<file path="config.mk">
export PLATFORM = sky130hd
export DESIGN_NAME = axi_bresp_allocator
export DESIGN_NICKNAME = d
export VERILOG_FILES = /design/src/rtl/axi_bresp_allocator.sv
export SDC_FILE = /design/constraint.sdc
export NUM_CORES = 1
export LEC_CHECK = 0
export ABC_AREA = 1
export BUFFER_PORTS_ARGS = -buffer_cell sky130_fd_sc_hd__buf_2
export CAP_MARGIN = 5
export CORE_MARGIN = 2
export CORE_UTILIZATION = 41
export CTS_BUF_LIST = sky130_fd_sc_hd__clkbuf_8 sky130_fd_sc_hd__clkbuf_16
export DETAILED_ROUTE_END_ITERATION = 10
export GPL_TIMING_DRIVEN = 0
export PLACE_DENSITY = 0.77
export SKIP_CTS_REPAIR_TIMING = 1
export SYNTH_ARGS = -nofsm -noshare
export SYNTH_HDL_FRONTEND = slang
export SYNTH_SLANG_ARGS = --single-unit
</file>
<file path="constraint.sdc">
create_clock -name clk -period 2.8 [get_ports clk]
set_input_delay 0.42 -clock clk [delete_from_list [all_inputs] [get_ports clk]]
set_output_delay 0.42 -clock clk [all_outputs]
set_load 0.1 [all_outputs]
</file>
<file path="src/rtl/axi_bresp_allocator.sv">
// B-channel return path for one master-side port: round-robin merge of slave responses plus injected DECERR.
// Latency: one cycle from slave handshake (or error grant) to bvalid_o; one response per cycle sustained.
// Backpressure: the output register holds while bvalid_o & ~bready_i, and no bready_o/error_gnt_o is raised then.
module axi_bresp_allocator #(
    parameter int N_INIT_PORT = 8,
    parameter int AXI_ID_W    = 6,
    parameter int AXI_USER_W  = 6
) (
    input  logic                              clk,
    input  logic                              rst,
    input  logic [N_INIT_PORT-1:0]            bvalid_i,
    input  logic [N_INIT_PORT*AXI_ID_W-1:0]   bid_i,
    input  logic [N_INIT_PORT*2-1:0]          bresp_i,
    input  logic [N_INIT_PORT*AXI_USER_W-1:0] buser_i,
    output logic [N_INIT_PORT-1:0]            bready_o,
    output logic                              bvalid_o,
    output logic [AXI_ID_W-1:0]               bid_o,
    output logic [1:0]                        bresp_o,
    output logic [AXI_USER_W-1:0]             buser_o,
    input  logic                              bready_i,
    input  logic                              error_req_i,
    input  logic [AXI_ID_W-1:0]               error_id_i,
    input  logic [AXI_USER_W-1:0]             error_user_i,
    output logic                              error_gnt_o
);

    localparam int                PTR_W  = $clog2(N_INIT_PORT);
    localparam logic [PTR_W:0]    N_L    = (PTR_W+1)'(N_INIT_PORT);
    localparam logic [PTR_W-1:0]  LAST_L = PTR_W'(N_INIT_PORT - 1);
    localparam logic [1:0]        DECERR = 2'b11;

    logic                  valid_q, valid_d;
    logic [AXI_ID_W-1:0]   id_q, id_d;
    logic [1:0]            resp_q, resp_d;
    logic [AXI_USER_W-1:0] user_q, user_d;
    logic [PTR_W-1:0]      rr_ptr_q, rr_ptr_d;

    logic                  load_en;
    logic                  gnt_found;
    logic [PTR_W-1:0]      gnt_idx;
    logic [PTR_W:0]        cand;

    // Register is free when empty or being popped this cycle.
    assign load_en = ~valid_q | bready_i;

    // Round-robin search: first valid slave at or above rr_ptr, wrapping past the last port.
    always_comb begin
        gnt_found = 1'b0;
        gnt_idx   = '0;
        cand      = '0;
        for (int i = 0; i < N_INIT_PORT; i++) begin
            cand = {1'b0, rr_ptr_q} + (PTR_W+1)'(i);
            if (cand >= N_L) begin
                cand = cand - N_L;
            end
            if (!gnt_found && bvalid_i[cand[PTR_W-1:0]]) begin
                gnt_found = 1'b1;
                gnt_idx   = cand[PTR_W-1:0];
            end
        end
    end

    // Grants: error wins absolutely; nothing is granted while stalled or in reset.
    always_comb begin
        bready_o    = '0;
        error_gnt_o = 1'b0;
        if (!rst && load_en) begin
            if (error_req_i) begin
                error_gnt_o = 1'b1;
            end else if (gnt_found) begin
                bready_o[gnt_idx] = 1'b1;
            end
        end
    end

    // Next state of the output register and pointer; error grants leave rr_ptr untouched.
    always_comb begin
        valid_d  = valid_q;
        id_d     = id_q;
        resp_d   = resp_q;
        user_d   = user_q;
        rr_ptr_d = rr_ptr_q;
        if (load_en) begin
            if (error_req_i) begin
                valid_d = 1'b1;
                id_d    = error_id_i;
                resp_d  = DECERR;
                user_d  = error_user_i;
            end else if (gnt_found) begin
                valid_d  = 1'b1;
                id_d     = bid_i[gnt_idx*AXI_ID_W +: AXI_ID_W];
                resp_d   = bresp_i[gnt_idx*2 +: 2];
                user_d   = buser_i[gnt_idx*AXI_USER_W +: AXI_USER_W];
                rr_ptr_d = (gnt_idx == LAST_L) ? '0 : gnt_idx + 1'b1;
            end else begin
                // Nothing to load: drop valid, keep payload bits as they were.
                valid_d = 1'b0;
            end
        end
    end

    // State update with synchronous reset discarding any held response.
    always_ff @(posedge clk) begin
        if (rst) begin
            valid_q  <= 1'b0;
            id_q     <= '0;
            resp_q   <= '0;
            user_q   <= '0;
            rr_ptr_q <= '0;
        end else begin
            valid_q  <= valid_d;
            id_q     <= id_d;
            resp_q   <= resp_d;
            user_q   <= user_d;
            rr_ptr_q <= rr_ptr_d;
        end
    end

    assign bvalid_o = valid_q;
    assign bid_o    = id_q;
    assign bresp_o  = resp_q;
    assign buser_o  = user_q;

endmodule

</file>
# Word-level counts from Yosys, hierarchy flattened
# Cells that the tools add are included.
# word_totals
output_inout_bits,24
ff_bits,18
inputBits,136
# classes
order_cmp,18
n_bitwise,3
eq_ne,1
multipliers,1
n_reduce_logical,20
add_sub_neg,16
shifts,3
muxes,56
# ops
cell,n
48-bit by 7-bit indexed part select with 6-bit output,2
3-bit two-way mux,17
3-bit by 4-bit less-than comparator with 1-bit output (second input constant),9
4-bit greater-or-equal comparator (second input constant),7
1-bit binary-select mux with 3-bit select,8
6-bit two-way mux,4
8-bit two-way mux,3
3-bit by 1-bit subtractor with 3-bit output (second input constant),8
1-bit two-way mux,21
3-bit by 3-bit adder with 4-bit output (second input constant),4
16-bit by 5-bit indexed part select with 2-bit output,1
1-bit logical AND,9
3-bit by 2-bit adder with 4-bit output (second input constant),2
1-bit logical NOT,8
3-bit by 2-bit multiplier with 5-bit output (second input constant),1
3-bit by 1-bit adder with 4-bit output (second input constant),1
3-bit by 4-bit greater-or-equal comparator with 1-bit output (second input constant),1
2-bit two-way mux,2
3-bit by 1-bit adder with 3-bit output (second input constant),1
1-bit demux with 3-bit select,1
3-bit == test (second input constant),1
3-bit by 1-bit greater-or-equal comparator with 1-bit output (second input constant),1
3-bit AND reduction,1
1-bit inverter,2
other kinds (3),3

# Logic depth before layout (Yosys ltp)
# depth
depth_word,33
depth_mapped,24

# Least setup slack after synthesis
# Ideal clock, no wire load.
# synth_path
path_kind,reg-to-output
startpoint,register rr_ptr_q[0]
endpoint,output bready_o[1]
path_stages_with_launch,21
arrival_time_ns,3.783
path_slack_ns,-1.403
path_buffers,5
required_time_ns,2.380
path_cell_list,dfxtp_1 > buf_4 > inv_2 > buf_6 > ha_1 > buf_2 > clkinv_1 > nand3_1 > nand3_2 > nand2_2 > nor2_8 > nand4_4 > nor2_4 > nand2_1 > nand3b_1 > buf_4 > nand2_4 > buf_6 > inv_4 > nand3_1 > nor2_1
# synth_between
elab_chain_cells,33
# synth_lines
item,line_no,rtl
start: declaration,36,"logic [PTR_W-1:0] rr_ptr_q, rr_ptr_d;"
start signal: assignment,115,rr_ptr_q <= rr_ptr_d;
"parallel branches: the longest is 30 deep, another holds 3-bit by 1-bit adder with 4-bit output",--,
8-bit two-way mux *,70,end else if (gnt_found) begin
8-bit two-way mux *,68,if (error_req_i) begin
8-bit two-way mux *,67,if (!rst && load_en) begin
end: declaration,15,"output logic [N_INIT_PORT-1:0] bready_o,"
# Every way passes the cells marked *. The select of a mux whose other input is x is not followed.

# Final worst setup path
# Ends and elaborated chain as after synthesis.

==> flow_metrics.env <==
export IMPL_status="finished with violations"
export IMPL_failing_checks="setup timing"
export IMPL_antenna_diode_count=0
export IMPL_gr_usage_all_layers_pct=27.0
export IMPL_syn_nets=675
export IMPL_layout_nets=877
export IMPL_finalHoldViolCount=0
export IMPL_synthCells=536
export IMPL_final_critical_path_required_period_ns=3.55
export IMPL_worst_path_max_fanout=7
export IMPL_rsz0062_at_grt="true"
export IMPL_ys_seq_elements=18
export IMPL_register_to_register_setup_slack_ns=-0.35
export IMPL_finalWeightedCongestion=0.900
export IMPL_timing_clock_skew_ns=0.00547
export IMPL_skew_pair_late_insertion_delay_ns=0.27
export IMPL_number_of_buffer_and_inverter_instances_along_the_worst_setup_path=8
export IMPL_cts_reportedPaths_clkPinSlew_ns=0.07
export IMPL_reg2reg_to="bid_o[3]"
export IMPL_timing_critical_path_required_ns=2.38
export IMPL_worst_r2r_cell_count=22
export IMPL_die_width_um=87.5
export IMPL_effective_utilization_at_floorplan_pct=42.4
export IMPL_critPathMaxStageDelay_ns=0.37
export IMPL_clk_path_buf_depth=2
export IMPL_critical_path_top_cell_by_count="nand3_1"
export IMPL_synth_xor_area_share_pct=1.79
export IMPL_crit_cells=20
export IMPL_routed_wire_length_per_instance_um=14.4
export IMPL_globalRoute_totalOverflow=0
export IMPL_combinational_family_with_the_most_area_after_synthesis="simple AND/OR/NAND/NOR gates"
export IMPL_crit_path_start_kind="flip-flop"
export IMPL_synth_compound_area_share_pct=13.4
export IMPL_endpoint_kind="primary output"
export IMPL_synth_yosys_warnings=0
export IMPL_root_buffer="clkbuf_8"
export IMPL_worst_setup_path_type="reg -> out"
export IMPL_die_h_um=87.5
export IMPL_count_of_endpoints_failing_setup_in_the_final_report=24
export IMPL_critical_path_top_delay_family="simple AND/OR/NAND/NOR gates"
export IMPL_hold_class="reg -> reg"
export IMPL_antenna_violations_before_repair=0
export IMPL_cts_tree="yes"
export IMPL_num_vias=4234
export IMPL_dp_hpwl_um=8900
export IMPL_edff_count_synth=0
export IMPL_max_cap_violations=0
export IMPL_hold_path_startpoint="buser_o[0]"
export IMPL_worstSetupStartpoint="rr_ptr_q[0]"
export IMPL_port_buffers=158
export IMPL_areaGrowthSynthToFinish_pct=59.7
export IMPL_post_route_drc_count=0
export IMPL_drt_initial_drc_count=278
export IMPL_clock_sinks=18
export IMPL_first_global_vias=3527
export IMPL_final_instance_count_excl_fill=817
export IMPL_std_cell_rows=30
export IMPL_synthAdderAreaFrac_pct=1.31
export IMPL_io_pins=160
export IMPL_postSynthAreaPerCell_um2=5.34
export IMPL_synth_async_reset_ratio_pct=0
export IMPL_timing_worst_slew_pin_value_ns=0.585
export IMPL_global_route_wire_length_before_repair_um=16500
export IMPL_post_synth_instance_area_um2=2860
export IMPL_worst_ep_arrival_time_ns=3.13
export IMPL_final_worst_setup_slack_ns=-0.747
export IMPL_synth_flop_cell="dfxtp_1"
export IMPL_grt_start_max_net_pins=11
export IMPL_synth_sequential_area_ratio_pct=12.6
export IMPL_dp_cells=774
export IMPL_fp_coreArea_um2=6760
export IMPL_antenna_left=0
export IMPL_yosys_area_share_simple_pct=57.9
export IMPL_drtPass1Iterations=5
export IMPL_report_final_slew_viol_count=0
export IMPL_synthMuxAreaShare_pct=0
export IMPL_critical_path_slowest_cell="ha_4"
export IMPL_floorplan_die_area_um2=7660
export IMPL_launch_point_of_the_worst_reg_to_reg_path="rr_ptr_q[0]"
export IMPL_cts_inserted_buffers=3
export IMPL_max_slew_margin_pct=61.0
export IMPL_drt_vias_per_instance=5.18
export IMPL_final_layout_size_suffix_gt1_share_pct=39.5
export IMPL_netlist_cell_type_count=35
export IMPL_critPathCapture="bready_o[1]"
export IMPL_cts_htree_levels=1
export IMPL_maxClockFrequency_ghz=0.282
export IMPL_worstPathCellList="buf_6 -> inv_4 -> buf_12 -> ha_4 -> clkinv_8 -> nand3_1 -> nand2_2 -> nand2_1 -> nand2_2 -> nand3_1 -> inv_1 -> nand3_1 -> nand3_1 -> nor2_2 -> nand3_4 -> nor2_4 -> buf_8 -> inv_1 -> nor2_4 -> buf_12"
export IMPL_route_final_wire_length_um=11700
export IMPL_final_period_utilization_pct=127
cell type report:
class / count / area [µm²]
multi-input cells: 441 / 2380
well taps: 80 / 100
repair buffers: 198 / 1210
flip-flops and latches: 18 / 362
clock buffers: 4 / 55.1
plain buffers: 27 / 244
inverters: 49 / 221
fillers: 622 / 2190
metrics by stage:
step                      util (%)  setup slack (ns)  area, µm²  hold WS, ns  setup TNS, ns
final                         67.6            -0.747       4570        0.465         -10.06
after global routing          67.6            -0.871       4570        0.496         -14.58
after CTS                     59.7             -1.19       4030        0.465         -15.29
after detailed placement      58.9            -0.900       3980        0.454         -12.66
after global placement        58.9            -0.842       3980        0.453         -11.05
after floorplan                  -            -0.497       3090        0.607          -3.74
tightest hold or removal path, delay by kind of cell, from the launching register on:
family / cells / cell delay (ns)
DFF: 1 / 0.31
and+or+nand+nor: 1 / 0.06
AOI/OAI and AO/OA: 1 / 0.05
synth_stat cells (4+ instances only):
library cell,count,area (µm²)
buf_2,10,50.1
nor2_2,5,31.3
nand2_2,4,25.0
o21bai_1,14,105
nand3_1,83,415
a21oi_1,23,115
nand3_2,8,80.1
o21ai_0,12,60.1
nand2_1,231,867
dfxtp_1,18,360
inv_1,43,161
nor2_1,21,78.8
buf_4,12,90.1
o21ai_1,12,60.1
registers in the layout, indices dropped and copies added, names as in the netlist:
name,flops
bresp_o,2
bid_o,6
rr_ptr_q,3
bvalid_o,1
buser_o,6
how the worst min path moves through the flow:
stage            endpoint  slack, ns  cells after the start
2_1_floorplan  bresp_o[0]       0.61                      2
3_3_place_gp   buser_o[0]       0.45                      2
3_5_place_dp   buser_o[0]       0.45                      2
4_1_cts        buser_o[0]       0.47                      2
5_1_grt          bid_o[1]       0.50                      2
6_report       buser_o[0]       0.46                      2
per-layer routing:
layer,share of wire (%),GRT usage [%],routed length [µm]
met1,40,32.3,4680
met2,51,51.2,5980
met3,7.1,3.30,838
met4,2.0,5.59,235
met5,0,0,0
cell families (layout without fill, tap and decap cells):
logic type               after synthesis  count (layout)
AND/OR/NAND/NOR                      366             366
buffers and inverters                 77             278
flip-flops                            18              18
adder cells (fa/ha/maj)                3               3
XOR/XNOR                               5               5
AO/OA/AOI/OAI                         67              67
cell usage in the layout (no fill, tap or decap), types with 3 or more instances in the layout:
cell type and n:
nand2_2 7, o21ai_1 12, nand2_4 3, clkbuf_8 4
clkbuf_1 3, nor2_1 9, a21oi_1 23, buf_8 4
nand3_2 9, nor2_2 7, dfxtp_1 17, o21ai_0 12
inv_1 42, nor2_4 13, buf_2 157, o21bai_1 14
buf_12 9, nand3_1 72, nand3_4 11, buf_6 6
buf_4 45, nand2_1 227
Power is left out: the tool's default activity adds up to more than one toggle a clock period on the data nets, which glitch-free logic cannot reach.
